## src/rtl/stopwatch_bcd.sv

```systemverilog
// -----------------------------------------------------------------------------
// stopwatch_bcd
//
// MM:SS stopwatch for the seven-segment display path. Rising edges of the
// divided square wave on tick_in are detected in the clk domain. Every
// TICKS_PER_INC qualified edges, the four-digit BCD count advances by one
// second. start/stop/clear pulses drive a small run/pause state machine.
//
// Parameters
//   TICKS_PER_INC  tick_in rising edges per one-second increment (1..65535)
//   WRAP           1: 99:59 rolls over to 00:00, 0: 99:59 saturates
//
// Ports
//   clk       in   system clock, rising edge
//   rst       in   synchronous active-high reset
//   tick_in   in   divided square wave, already synchronous to clk
//   start     in   pulse: begin or resume counting
//   stop      in   pulse: pause counting
//   clear     in   pulse: zero the count and return to idle
//   sec_ones  out  BCD seconds units (0..9)
//   sec_tens  out  BCD seconds tens  (0..5)
//   min_ones  out  BCD minutes units (0..9)
//   min_tens  out  BCD minutes tens  (0..9)
//   running   out  registered, high while in RUN
//   overflow  out  sticky, set when an increment fires at 99:59
//
// State  | meaning
// -------+--------------------------------------------------------------
// IDLE   | cleared or just reset; edges ignored, prescaler held
// RUN    | qualified edges advance prescaler and digits
// PAUSE  | count frozen; start resumes without losing prescaler phase
// -----------------------------------------------------------------------------
module stopwatch_bcd #(
  parameter int unsigned TICKS_PER_INC = 1,
  parameter bit          WRAP          = 1'b1
) (
  input  logic       clk,
  input  logic       rst,
  input  logic       tick_in,
  input  logic       start,
  input  logic       stop,
  input  logic       clear,
  output logic [3:0] sec_ones,
  output logic [3:0] sec_tens,
  output logic [3:0] min_ones,
  output logic [3:0] min_tens,
  output logic       running,
  output logic       overflow
);

  localparam logic [1:0] ST_IDLE  = 2'd0;
  localparam logic [1:0] ST_RUN   = 2'd1;
  localparam logic [1:0] ST_PAUSE = 2'd2;

  // Terminal prescaler value; TICKS_PER_INC = 1 gives 0, so every
  // qualified edge fires a digit increment.
  localparam logic [15:0] PRESC_LAST = 16'(TICKS_PER_INC - 1);

  logic [1:0]  state_q, state_d;
  logic        tick_q;
  logic        tick_edge;
  logic        inc_en;
  logic [15:0] presc_q, presc_d;
  logic        digit_fire;
  logic [3:0]  sec_ones_q, sec_ones_d;
  logic [3:0]  sec_tens_q, sec_tens_d;
  logic [3:0]  min_ones_q, min_ones_d;
  logic [3:0]  min_tens_q, min_tens_d;
  logic        at_max;
  logic        overflow_q, overflow_d;
  logic        running_q;

  // ---------------------------------------------------------------------------
  // Edge detect
  // ---------------------------------------------------------------------------
  assign tick_edge = tick_in & ~tick_q;

  // Edges coinciding with clear or stop are dropped, and the state register
  // (not the next state) gates counting, so an edge arriving with start is
  // also dropped.
  assign inc_en = (state_q == ST_RUN) & tick_edge & ~clear & ~stop;

  // ---------------------------------------------------------------------------
  // State machine, priority clear > stop > start
  // ---------------------------------------------------------------------------
  always_comb begin
    state_d = state_q;
    if (clear) begin
      state_d = ST_IDLE;
    end else if (stop) begin
      if (state_q == ST_RUN) begin
        state_d = ST_PAUSE;
      end
    end else if (start) begin
      if (state_q != ST_RUN) begin
        state_d = ST_RUN;
      end
    end
    // Unused encoding falls back to idle.
    if (state_d != ST_IDLE && state_d != ST_RUN && state_d != ST_PAUSE) begin
      state_d = ST_IDLE;
    end
  end

  // ---------------------------------------------------------------------------
  // Prescaler
  // ---------------------------------------------------------------------------
  always_comb begin
    presc_d    = presc_q;
    digit_fire = 1'b0;
    if (clear) begin
      presc_d = 16'd0;
    end else if (inc_en) begin
      if (presc_q >= PRESC_LAST) begin
        presc_d    = 16'd0;
        digit_fire = 1'b1;
      end else begin
        presc_d = presc_q + 16'd1;
      end
    end
  end

  // ---------------------------------------------------------------------------
  // BCD ripple chain
  // ---------------------------------------------------------------------------
  assign at_max = (min_tens_q == 4'd9) && (min_ones_q == 4'd9) &&
                  (sec_tens_q == 4'd5) && (sec_ones_q == 4'd9);

  always_comb begin
    sec_ones_d = sec_ones_q;
    sec_tens_d = sec_tens_q;
    min_ones_d = min_ones_q;
    min_tens_d = min_tens_q;
    overflow_d = overflow_q;
    if (clear) begin
      sec_ones_d = 4'd0;
      sec_tens_d = 4'd0;
      min_ones_d = 4'd0;
      min_tens_d = 4'd0;
      overflow_d = 1'b0;
    end else if (digit_fire) begin
      if (at_max) begin
        overflow_d = 1'b1;
        if (WRAP) begin
          sec_ones_d = 4'd0;
          sec_tens_d = 4'd0;
          min_ones_d = 4'd0;
          min_tens_d = 4'd0;
        end
      end else if (sec_ones_q < 4'd9) begin
        sec_ones_d = sec_ones_q + 4'd1;
      end else begin
        sec_ones_d = 4'd0;
        if (sec_tens_q < 4'd5) begin
          sec_tens_d = sec_tens_q + 4'd1;
        end else begin
          sec_tens_d = 4'd0;
          if (min_ones_q < 4'd9) begin
            min_ones_d = min_ones_q + 4'd1;
          end else begin
            min_ones_d = 4'd0;
            // at_max excluded 9 here, so this stays within 0..9.
            min_tens_d = min_tens_q + 4'd1;
          end
        end
      end
    end
  end

  // ---------------------------------------------------------------------------
  // Registers
  // ---------------------------------------------------------------------------
  always_ff @(posedge clk) begin
    if (rst) begin
      state_q    <= ST_IDLE;
      tick_q     <= 1'b0;
      presc_q    <= 16'd0;
      sec_ones_q <= 4'd0;
      sec_tens_q <= 4'd0;
      min_ones_q <= 4'd0;
      min_tens_q <= 4'd0;
      overflow_q <= 1'b0;
      running_q  <= 1'b0;
    end else begin
      state_q    <= state_d;
      tick_q     <= tick_in;
      presc_q    <= presc_d;
      sec_ones_q <= sec_ones_d;
      sec_tens_q <= sec_tens_d;
      min_ones_q <= min_ones_d;
      min_tens_q <= min_tens_d;
      overflow_q <= overflow_d;
      running_q  <= (state_d == ST_RUN);
    end
  end

  assign sec_ones = sec_ones_q;
  assign sec_tens = sec_tens_q;
  assign min_ones = min_ones_q;
  assign min_tens = min_tens_q;
  assign running  = running_q;
  assign overflow = overflow_q;

endmodule

```

## config.mk

```make
export PLATFORM = sky130hd
export DESIGN_NAME = stopwatch_bcd
export DESIGN_NICKNAME = d
export VERILOG_FILES = /design/src/rtl/stopwatch_bcd.sv
export SDC_FILE = /design/constraint.sdc
export NUM_CORES = 1
export LEC_CHECK = 0
export BUFFER_PORTS_ARGS = -buffer_cell sky130_fd_sc_hd__buf_2
export CORE_ASPECT_RATIO = 1.1
export CORE_MARGIN = 2
export CORE_UTILIZATION = 40
export DETAILED_ROUTE_END_ITERATION = 12
export SLEW_MARGIN = 15
export SYNTH_ARGS = -nofsm -noshare
export SYNTH_HDL_FRONTEND = slang
export SYNTH_SLANG_ARGS = --single-unit
```

## constraint.sdc

```tcl
create_clock -name clk -period 5.2 [get_ports clk]
set_clock_uncertainty 0.05 [all_clocks]
set_input_delay 1.04 -clock clk [delete_from_list [all_inputs] [get_ports clk]]
set_output_delay 1.04 -clock clk [all_outputs]
set_load 0.01 [all_outputs]
```

Word-level counts from Yosys, hierarchy flattened. Cells that the tools add are included.

Register bits: 37. Input port bits: 6. Logic and storage cells: 71.

Add/subtract/negate cells: 5. Magnitude comparators: 4. Eq/ne operators: 12. Muxes and demuxes: 23. Bitwise logic cells: 7. Reduce and logical (&&, ||, !) cells: 11.

Operator list (count): $mux W4 (13); $add A16 B1 Y16 const B (1); $add A4 B1 Y4 const B (4); $ge A16 B1 Y1 const B (1); $mux W16 (1); $eq A4 B4 Y1 const B (3); $mux W2 (6); $lt A4 B4 Y1 const B (2); $ne A2 B2 Y1 const B (4); $logic_and A1 B1 Y1 (5); $and A1 B1 Y1 (4); $eq A2 B1 Y1 const B (2); $eq A4 B3 Y1 const B (1); $lt A4 B3 Y1 const B (1); $ne A2 B1 Y1 const B (2); $reduce_and A2 Y1 (2); $reduce_and A4 Y1 (1); $mux W1 (3); $not A1 Y1 (3); $reduce_and A3 Y1 (1); $reduce_bool A2 Y1 (1); $reduce_or A2 Y1 (1).

Depth between registers and ports, before layout. Gate-level depths: netlist of run 1.

Depth in word-level cells: 10. Depth in mapped cells: 7. Depth with buffers taken out: 7.

Least setup slack after synthesis of run 1. Ideal clock, no wire load.

Kind: in2reg. From: input clear. To: register sec_tens_q[0] (netlist: sec_tens[0]). Arrival: 2.097 ns. Data required time: 5.076 ns. Path slack: 2.979 ns. Cell stages on the path: 5. Buffers on the path: 1. Cells stage by stage: or2_2 -> clkbuf_1 -> nor3_1 -> nand4_1 -> o21ai_0.

Cells in the longest elaborated chain, start to end: 6. Elaborated cells on any way between the ends: 7. Classes of those cells: mux: 2; bitwise: 3; reduce/logical: 2.

Ends and longest elaborated chain: from (decl) (RTL line 42) `input logic clear,`; $not A1 Y1 (RTL line 81) `assign inc_en = (state_q == ST_RUN) & tick_edge & ~clear & ~stop;`; $and A1 B1 Y1 (2 in a row) (RTL line 81); $mux W1 (RTL line 113) `end else if (inc_en) begin`; $mux W1 (RTL line 111) `if (clear) begin`; $reduce_and A2 Y1 (no line); to (signal assigned) (RTL line 189) `sec_tens_q <= sec_tens_d;`; to (decl) (RTL line 66) `logic [3:0] sec_tens_q, sec_tens_d;`.

Several ways; a longest one is shown, not always the timed one. A chain may end at the register's enable or synchronous reset.

Worst setup path after layout of run 1.
From: input stop. To: register min_tens_q[2] (netlist: min_tens[2]).

Cells in the longest elaborated chain, start to end: 5.

Ends and longest elaborated chain: from (decl) (RTL line 41) `input logic stop,`; $not A1 Y1 (RTL line 81); $and A1 B1 Y1 (RTL line 81); $mux W1 (RTL line 113); $mux W1 (RTL line 111); $reduce_and A4 Y1 (no line); to (signal assigned) (RTL line 191) `min_tens_q <= min_tens_d;`; to (decl) (RTL line 68) `logic [3:0] min_tens_q, min_tens_d;`.

Every way passes these cells.

==> results by group, run 1 <==
Status
  – Status: completed

STA
  – Fmax: 442 MHz
  – RSZ-0062 raised after global routing: no
  – Final hold violation count: 0
  – Final min period: 2.26 ns
  – Period utilization: 43.5%
  – Slew @ Worst Pin: 0.488 ns
  – Count of final max-slew check failures: 0
  – Slew HR: 67.1%
  – Setup TNS: 0 ns
  – Setup WS post-layout: 2.94 ns
  – Endpoints failing setup: 0

Critical path
  – Crit path max-delay cell type: and4b_1
  – Crit path launch type: input pin
  – RR Endpoint: min_tens[3]$_SDFFE_PP0P_
  – Delay-heaviest family, CP: simple AND/OR/NAND/NOR gates
  – Slowest stage delay, CP: 0.51 ns
  – Worst path cell trace: buf_2 -> nor2_1 -> and4b_1 -> nand2_1 -> or4_1 -> a21oi_1
  – RR Startpoint: sec_tens[0]$_SDFFE_PP0P_
  – R2R depth: 7
  – Setup crit end kind: flop
  – CP required: 5.40 ns
  – Crit Path Max Fanout: 12
  – WP data arrival: 2.46 ns
  – CP Class: input pin to flop
  – Crit path buf inv count: 1
  – Flop2flop setup slack: 3.03 ns

Floorplan
  – Initial core utilization: 42.4%
  – Chip width: 53.5 µm
  – Core area: 2540 µm²
  – Chip height: 58.5 µm
  – Site Rows: 19
  – Die Area: 3130 µm²
  – Ports: 24

Route
  – Post-route DRC: 0
  – Mean routed wirelength per cell: 14.4 µm
  – Routed Wire Length: 2570 µm
  – Antenna-violating nets left: 0
  – Post-DR vias/cell: 5.55
  – Via count: 994
  – Drt pass-1 iters: 5
  – Iter 0 DRT Violations: 28

Synthesis
  – Mapped Area: 1080 µm²
  – Top_reg_cell synth: dfxtp_1
  – Number of synthesized flops with an enable pin: 0
  – Leading area contributor after synthesis: dfxtp_1
  – FF+latch count, synth: 20
  – Syn avg cell area: 8.71 µm²
  – Top cell type's share of synthesized area: 37.1%
  – Synth Instances: 124
  – Net Count, Synth: 141
  – Sequential fraction of the synthesis area: 37.1%
  – Yosys synthesis warning count: 0
  – Netlist cell types: 34
  – Async SR Flop Fraction: 0%
  – Largest cells by area after synthesis: dfxtp_1, ha_1, inv_1

GRT
  – GR Overflow Total: 0
  – Largest net degree at the start of global routing: 13
  – First-pass GRT wire length: 4300 µm
  – Vias in the first global route: 967
  – Antenna violations before repair: 0
  – GRT Total Usage: 18.7%

Power and ir drop
  – Lkg Pwr: 0.000530 µW
  – Power share of the clock group: 31.8%
  – Switching power share of the total: 22.9%
  – NetSw: 54.7 µW
  – Power density cells: 192 nW/µm²
  – Fraction of power consumed by sequential logic: 64.5%
  – Peak supply drop: 0.000160 V
  – Comb power frac: 3.7%
  – Internal power: 184 µW

Clock tree
  – Clk root buf: clkbuf_4
  – Postcts setup bufs: 0
  – CTS Hold Bufs: 0
  – Max clock buf depth: 2
  – Num CTS Buffers: 3
  – Num Clock Sinks: 20
  – CTS resizes: 0
  – Clk slew on worst S/H paths: 0.11 ns
  – H-tree depth: 1
  – CTS tree: yes
  – Clk Latency, worst-skew pair: 0.31 ns

Final layout
  – Area delta synth->final: 15.5%
  – N_diodes: 0
  – Filler Cell Count: 265
  – Net count reported at finish: 167
  – Non-Filler Instances: 179
  – Share of cells above drive strength 1: 20.9%

Min path
  – Startpoint of the worst hold path: overflow$_SDFFE_PP0P_
  – Hold path cells: 2
  – Hold WC Path Type: flop to flop
  – Worst Hold End: overflow$_SDFFE_PP0P_

Placement
  – Post-DP HPWL: 1960 µm
  – Buffers added on ports: 23
  – Final RePlAce weighted congestion: 0.772
  – Post-placement cell count: 176
  – Pre-CTS setup slack: 2.60 ns

Run
  – Max-Cap Viols: 0
registers in the layout, summed over array words and instances, names as in the netlist:
signal and count:
min_ones 4, min_tens 4, overflow 1, running 1, sec_ones 4, sec_tens 4
state_q 1, tick_q 1
cell type report:
type / count / area, µm² / share of cell area [%]
clock buffers: 3 / 22.5 / 1.81
repair buffers: 23 / 115 / 9.23
multi-input cells: 89 / 622 / 49.8
well taps: 31 / 38.8 / 3.11
flip-flops and latches: 20 / 400 / 32.1
inverters: 13 / 48.8 / 3.91
tightest hold or removal path: stages (launching register included):
cell	delay, ns
dfxtp_1	0.35
a21oi_1	0.04
nor2_1	0.07
power by group through the flow:
stage | clock (µW) | sequential, µW | combinational, µW
finish | 75.9 | 154 | 8.83
global route | 83.3 | 154 | 9.98
CTS | 76.8 | 154 | 9.03
detailed placement | 0 | 158 | 8.99
global placement | 0 | 158 | 8.69
floorplan | 0 | 158 | 4.60
per-stage QoR:
step | power, µW | instance area [µm²] | hold WS, ns | util (%)
after global placement | 166 | 1220 | 0.424 | 48.2
final | 239 | 1250 | 0.443 | 49.0
after global routing | 248 | 1250 | 0.480 | 49.0
after floorplan | 162 | 1080 | 0.416 | -
after detailed placement | 167 | 1220 | 0.427 | 48.2
after CTS | 240 | 1250 | 0.454 | 49.0
metal layers:
metal	GRT usage, %	vias up	routed length, µm
li1	-	489	-
met1	21.8	459	1110
met2	32.6	36	1270
met3	2.28	10	114
met4	9.89	0	80
met5	0	-	0
worst max-delay path by stage:
stage          start                       end  slack (ns)  cells past startpoint
2_1_floorplan  clear  sec_tens[0]$_SDFFE_PP0P_        2.98                      5
3_3_place_gp    stop  min_tens[2]$_SDFFE_PP0P_        2.66                      6
3_5_place_dp    stop  min_tens[2]$_SDFFE_PP0P_        2.60                      6
4_1_cts         stop  min_tens[2]$_SDFFE_PP0P_        2.93                      6
5_1_grt         stop  min_tens[2]$_SDFFE_PP0P_        2.79                      6
6_report        stop  min_tens[2]$_SDFFE_PP0P_        2.94                      6
cells by family after synthesis:
logic type      count (synthesis)  synth area share (%)
xor+xnor                        4                  3.24
flops                          20                  37.1
compound gates                 24                  15.4
fa+ha+maj                      11                  12.7
simple gates                   50                  26.2
buf+inv                        15                  5.33
cell usage in the layout, fill, tap and decap left out, drive strengths merged, types with 2 or more instances in the layout:
cell and instances:
o211ai 2, nor4bb 2, a31oi 2, nor3 4, xnor2 4, or4 4
ha 11, and3 2, o22ai 2, nor2b 3, buf 23, o21ai 6
inv 13, nor2 8, dfxtp 20, a21oi 6, nand3 8, clkbuf 3
nand2 11, nand4 2
synth_stat cells (all sizes together), types with 3 or more instances:
library cell  number
a21oi              6
dfxtp             20
ha                11
inv               13
nand2             11
nand3              8
nor2               8
nor2b              3
nor3               4
o21ai              6
or4                4
xnor2              4
(Power assumes the default switching activity.)
==> run 2, diff against run 1 <==
==> constraint.sdc (replaced) <==
create_clock -name clk -period 2.4 [get_ports clk]
set_clock_uncertainty 0.05 [all_clocks]
set_input_delay 0.48 -clock clk [delete_from_list [all_inputs] [get_ports clk]]
set_output_delay 0.48 -clock clk [all_outputs]
set_load 0.01 [all_outputs]
==> results by group, run 2 (synthesized netlist as in run 1, its figures left out) <==
GRT
  – GRT Total Usage: 18.2%
  – Vias in the first global route: 924
  – First-pass GRT wire length: 4080 µm
  – GR Overflow Total: 0
  – Largest net degree at the start of global routing: 12
  – Antenna violations before repair: 0

Clock tree
  – Num Clock Sinks: 20
  – CTS tree: yes
  – Clk Latency, worst-skew pair: 0.30 ns
  – Num CTS Buffers: 3
  – CTS resizes: 0
  – Clk slew on worst S/H paths: 0.11 ns
  – Postcts setup bufs: 0
  – Clk root buf: clkbuf_4
  – CTS Hold Bufs: 0
  – H-tree depth: 1
  – Max clock buf depth: 2

Final layout
  – Non-Filler Instances: 181
  – Share of cells above drive strength 1: 22.0%
  – Commonest non-fill, non-tap cell in the layout: buf_2
  – Most frequent cells in the layout: buf_2, dfxtp_1, inv_1, ha_1, nand2_1
  – Area delta synth->final: 16.9%
  – Final Util: 49.6%
  – Final instance area: 1260 µm²
  – Filler Cell Count: 254
  – Net count reported at finish: 169
  – N_diodes: 0

Route
  – Mean routed wirelength per cell: 13.6 µm
  – Antenna-violating nets left: 0
  – Iter 0 DRT Violations: 17
  – Drt pass-1 iters: 4
  – Post-DR vias/cell: 5.44
  – Routed Wire Length: 2460 µm
  – Via count: 985
  – Post-route DRC: 0

Floorplan
  – Core area: 2540 µm²
  – Site Rows: 19
  – Chip height: 58.5 µm
  – Initial core utilization: 42.4%
  – Die Area: 3130 µm²
  – Ports: 24
  – Chip width: 53.5 µm

Placement
  – Placed instance area: 1240 µm²
  – Final RePlAce weighted congestion: 0.801
  – Buffers added on ports: 23
  – Post-placement cell count: 178
  – Post-DP HPWL: 1920 µm

STA
  – Fmax: 481 MHz
  – Final min period: 2.08 ns
  – Endpoints failing setup: 0
  – RSZ-0062 raised after global routing: no
  – Period utilization: 86.7%
  – Slew @ Worst Pin: 0.517 ns
  – Setup TNS: 0 ns
  – Final hold violation count: 0
  – Count of final max-slew check failures: 0
  – Slew HR: 65.2%

Power and ir drop
  – Power density cells: 405 nW/µm²
  – Lkg Pwr: 0.000540 µW
  – Peak supply drop: 0.000326 V

Critical path
  – WP data arrival: 2.27 ns
  – CP required: 2.59 ns
  – CP Class: flop to flop
  – Crit path launch type: flop
  – Setup crit end kind: flop
  – Crit Path Max Fanout: 7

Status
  – Status: completed

Min path
  – Hold WC Path Type: input pin to flop

Run
  – Max-Cap Viols: 0
==> run 2: cell count changes in the layout (fill, tap and decap cells not counted) <==
cell,delta
buf_4,+2
==> run 2: through the flow <==
step	setup slack (ns)	total power, µW	hold WS (ns)
3_5_place_dp	0.323	362	0.411
3_3_place_gp	0.384	362	0.409
6_report	0.319	511	0.290
4_1_cts	0.312	520	0.284
5_1_grt	0.183	535	0.297
2_1_floorplan	0.395	352	0.416
==> run 2: worst paths after layout <==
kind / cells past startpoint / slack [ns] / endpoint / from
max: 7 / 0.32 / min_tens[3]$_SDFFE_PP0P_ / sec_tens[0]$_SDFFE_PP0P_
min: 2 / 0.29 / tick_q$_SDFF_PP0_ / rst
max reg2reg: 7 / 0.32 / min_tens[3]$_SDFFE_PP0P_ / sec_tens[0]$_SDFFE_PP0P_
min reg2reg: 2 / 0.43 / overflow$_SDFFE_PP0P_ / overflow$_SDFFE_PP0P_
==> run 2: final cells by class <==
cell class | count | area (µm²) | share of cell area [%]
flip-flops and latches | 20 | 400 | 31.7
inverters | 13 | 48.8 | 3.87
well taps | 31 | 38.8 | 3.07
repair buffers | 25 | 130 | 10.3
clock buffers | 3 | 22.5 | 1.78
multi-input cells | 89 | 622 | 49.3
==> run 2: metal layers <==
layer	routed length [µm]	share of wire [%]	vias up	GRT usage [%]
met5	0	0	-	0
met4	65	2.6	0	11.7
met3	105	4.3	6	3.05
met2	1180	48	29	28.7
met1	1110	45	457	22.7
li1	-	-	493	-
==> run 2: report_power, final <==
group          switching [µW]  leakage [µW]  internal, µW
Clock                    98.3     0.0000138          58.5
Sequential              0.752      0.000161           333
Combinational            12.2      0.000365          8.21
Total                     111      0.000540           400
==> run 2: critical path, cell delays in order, from the launching register on <==
cell	delay, ns
dfxtp_1	0.45
inv_1	0.07
ha_1	0.19
nand2b_2	0.20
a221oi_4	0.33
nand2_4	0.11
or4_1	0.47
a31oi_1	0.16
==> run 3, diff against run 2 <==
--- a/config.mk
+++ b/config.mk
@@ -6,10 +6,13 @@
 export NUM_CORES = 1
 export LEC_CHECK = 0
 export BUFFER_PORTS_ARGS = -buffer_cell sky130_fd_sc_hd__buf_2
+export CELL_PAD_IN_SITES_DETAIL_PLACEMENT = 1
+export CELL_PAD_IN_SITES_GLOBAL_PLACEMENT = 1
 export CORE_ASPECT_RATIO = 1.1
 export CORE_MARGIN = 2
-export CORE_UTILIZATION = 40
+export CORE_UTILIZATION = 39
 export DETAILED_ROUTE_END_ITERATION = 12
+export PLACE_DENSITY_LB_ADDON = 0.1
 export SLEW_MARGIN = 15
 export SYNTH_ARGS = -nofsm -noshare
 export SYNTH_HDL_FRONTEND = slang
==> results by group, run 3 (synthesized netlist as in run 1, its figures left out) <==
STA
  – Setup TNS: 0 ns
  – Final hold violation count: 0
  – Endpoints failing setup: 0
  – Fmax: 479 MHz
  – Final min period: 2.09 ns
  – Slew HR: 67.5%
  – Period utilization: 86.9%
  – RSZ-0062 raised after global routing: no
  – Count of final max-slew check failures: 0
  – Slew @ Worst Pin: 0.483 ns

Final layout
  – Commonest non-fill, non-tap cell in the layout: buf_2
  – Area delta synth->final: 17.1%
  – Most frequent cells in the layout: buf_2, dfxtp_1, inv_1, ha_1, nand2_1
  – N_diodes: 0
  – Share of cells above drive strength 1: 22.0%
  – Non-Filler Instances: 183
  – Net count reported at finish: 169
  – Final instance area: 1260 µm²

Critical path
  – Crit path buf inv count: 1
  – Setup crit end kind: flop
  – Crit path max-delay cell type: or4_1
  – R2R depth: 7
  – Worst path cell trace: inv_1 -> ha_1 -> nand2b_2 -> a221oi_4 -> nand2_4 -> or4_1 -> a31oi_1
  – WP data arrival: 2.28 ns
  – RR Startpoint: sec_tens[0]$_SDFFE_PP0P_
  – CP required: 2.60 ns
  – CP Class: flop to flop
  – Crit path launch type: flop
  – RR Endpoint: min_tens[3]$_SDFFE_PP0P_
  – Slowest stage delay, CP: 0.47 ns
  – Crit Path Max Fanout: 7
  – Flop2flop setup slack: 0.31 ns
  – Delay-heaviest family, CP: simple AND/OR/NAND/NOR gates

Power and ir drop
  – Comb power frac: 4.0%
  – Fraction of power consumed by sequential logic: 64.2%
  – Lkg Pwr: 0.000540 µW
  – Power share of the clock group: 31.8%
  – Peak supply drop: 0.000220 V
  – Switching power share of the total: 23.1%
  – Power density cells: 411 nW/µm²
  – Internal power: 400 µW
  – NetSw: 120 µW

Floorplan
  – Site Rows: 20
  – Core area: 2700 µm²
  – Chip width: 54.2 µm
  – Ports: 24
  – Initial core utilization: 40.0%
  – Chip height: 59.2 µm
  – Die Area: 3210 µm²

GRT
  – Vias in the first global route: 1038
  – GR Overflow Total: 0
  – Largest net degree at the start of global routing: 12
  – GRT Total Usage: 20.1%
  – First-pass GRT wire length: 4610 µm
  – Antenna violations before repair: 0

Route
  – Mean routed wirelength per cell: 15.1 µm
  – Post-DR vias/cell: 5.44
  – Antenna-violating nets left: 0
  – Iter 0 DRT Violations: 9
  – Via count: 995
  – Routed Wire Length: 2770 µm
  – Post-route DRC: 0
  – Drt pass-1 iters: 3

Min path
  – Startpoint of the worst hold path: rst
  – Worst Hold End: tick_q$_SDFF_PP0_
  – Hold WC Path Type: input pin to flop
  – Hold path cells: 2

Placement
  – Final RePlAce weighted congestion: 0.779
  – Buffers added on ports: 23
  – Post-DP HPWL: 2190 µm
  – Post-placement cell count: 180
  – Placed instance area: 1240 µm²

Clock tree
  – CTS resizes: 0
  – Clk slew on worst S/H paths: 0.11 ns
  – Max clock buf depth: 2
  – CTS Hold Bufs: 0
  – Clk root buf: clkbuf_4
  – Num CTS Buffers: 3
  – Num Clock Sinks: 20
  – Clk Latency, worst-skew pair: 0.31 ns
  – H-tree depth: 1
  – CTS tree: yes
  – Postcts setup bufs: 0

Status
  – Status: completed

Run
  – Max-Cap Viols: 0
## run 3: per-layer routing
metal / track usage, % / vias up / wire, µm
met5: 0 / - / 0
met4: 9.29 / 0 / 70
met3: 3.54 / 8 / 75
met2: 35.8 / 18 / 1440
met1: 22.5 / 473 / 1180
li1: - / 496 / -
## run 3: worst max-delay path by stage
stage	slack, ns	endpoint	start	cells after the start
detailed placement	0.33	min_tens[3]$_SDFFE_PP0P_	sec_tens[0]$_SDFFE_PP0P_	7
floorplan	0.40	min_tens[3]$_SDFFE_PP0P_	sec_tens[0]$_SDFFE_PP0P_	7
global route	0.13	min_tens[3]$_SDFFE_PP0P_	sec_tens[0]$_SDFFE_PP0P_	7
CTS	0.29	min_tens[3]$_SDFFE_PP0P_	sec_tens[0]$_SDFFE_PP0P_	7
global placement	0.37	min_tens[3]$_SDFFE_PP0P_	sec_tens[0]$_SDFFE_PP0P_	7
finish	0.31	min_tens[3]$_SDFFE_PP0P_	sec_tens[0]$_SDFFE_PP0P_	7
## run 3: worst register-to-register path, cell delays in order, from the launching register on
cell and delay (ns):
dfxtp_1 0.45, inv_1 0.07, ha_1 0.19, nand2b_2 0.19
a221oi_4 0.34, nand2_4 0.11, or4_1 0.47, a31oi_1 0.16
## run 3: power by group through the flow
| stage | clock, µW | combinational, µW | sequential [µW] |
|---|---|---|---|
| after floorplan | 0 | 9.97 | 342 |
| after global placement | 0 | 20.5 | 342 |
| after detailed placement | 0 | 21.4 | 342 |
| after CTS | 175 | 21.3 | 334 |
| after global routing | 189 | 23.3 | 335 |
| final | 165 | 20.8 | 334 |
## run 3: layout make-up
type	instances	area, µm²
inverter	13	48.8
clock buffer	3	22.5
sequential	20	400
timing repair buffer	25	130
multi-input combinational	89	622
tap	33	41.3
fill	344	1440
## run 3: through the flow
step / setup WS [ns] / power [µW] / hold WS, ns / util [%]
2_1_floorplan: 0.395 / 352 / 0.416 / -
3_3_place_gp: 0.373 / 362 / 0.403 / 46.0
3_5_place_dp: 0.335 / 363 / 0.414 / 46.0
4_1_cts: 0.293 / 531 / 0.283 / 46.8
5_1_grt: 0.134 / 546 / 0.286 / 46.8
6_report: 0.313 / 520 / 0.286 / 46.8
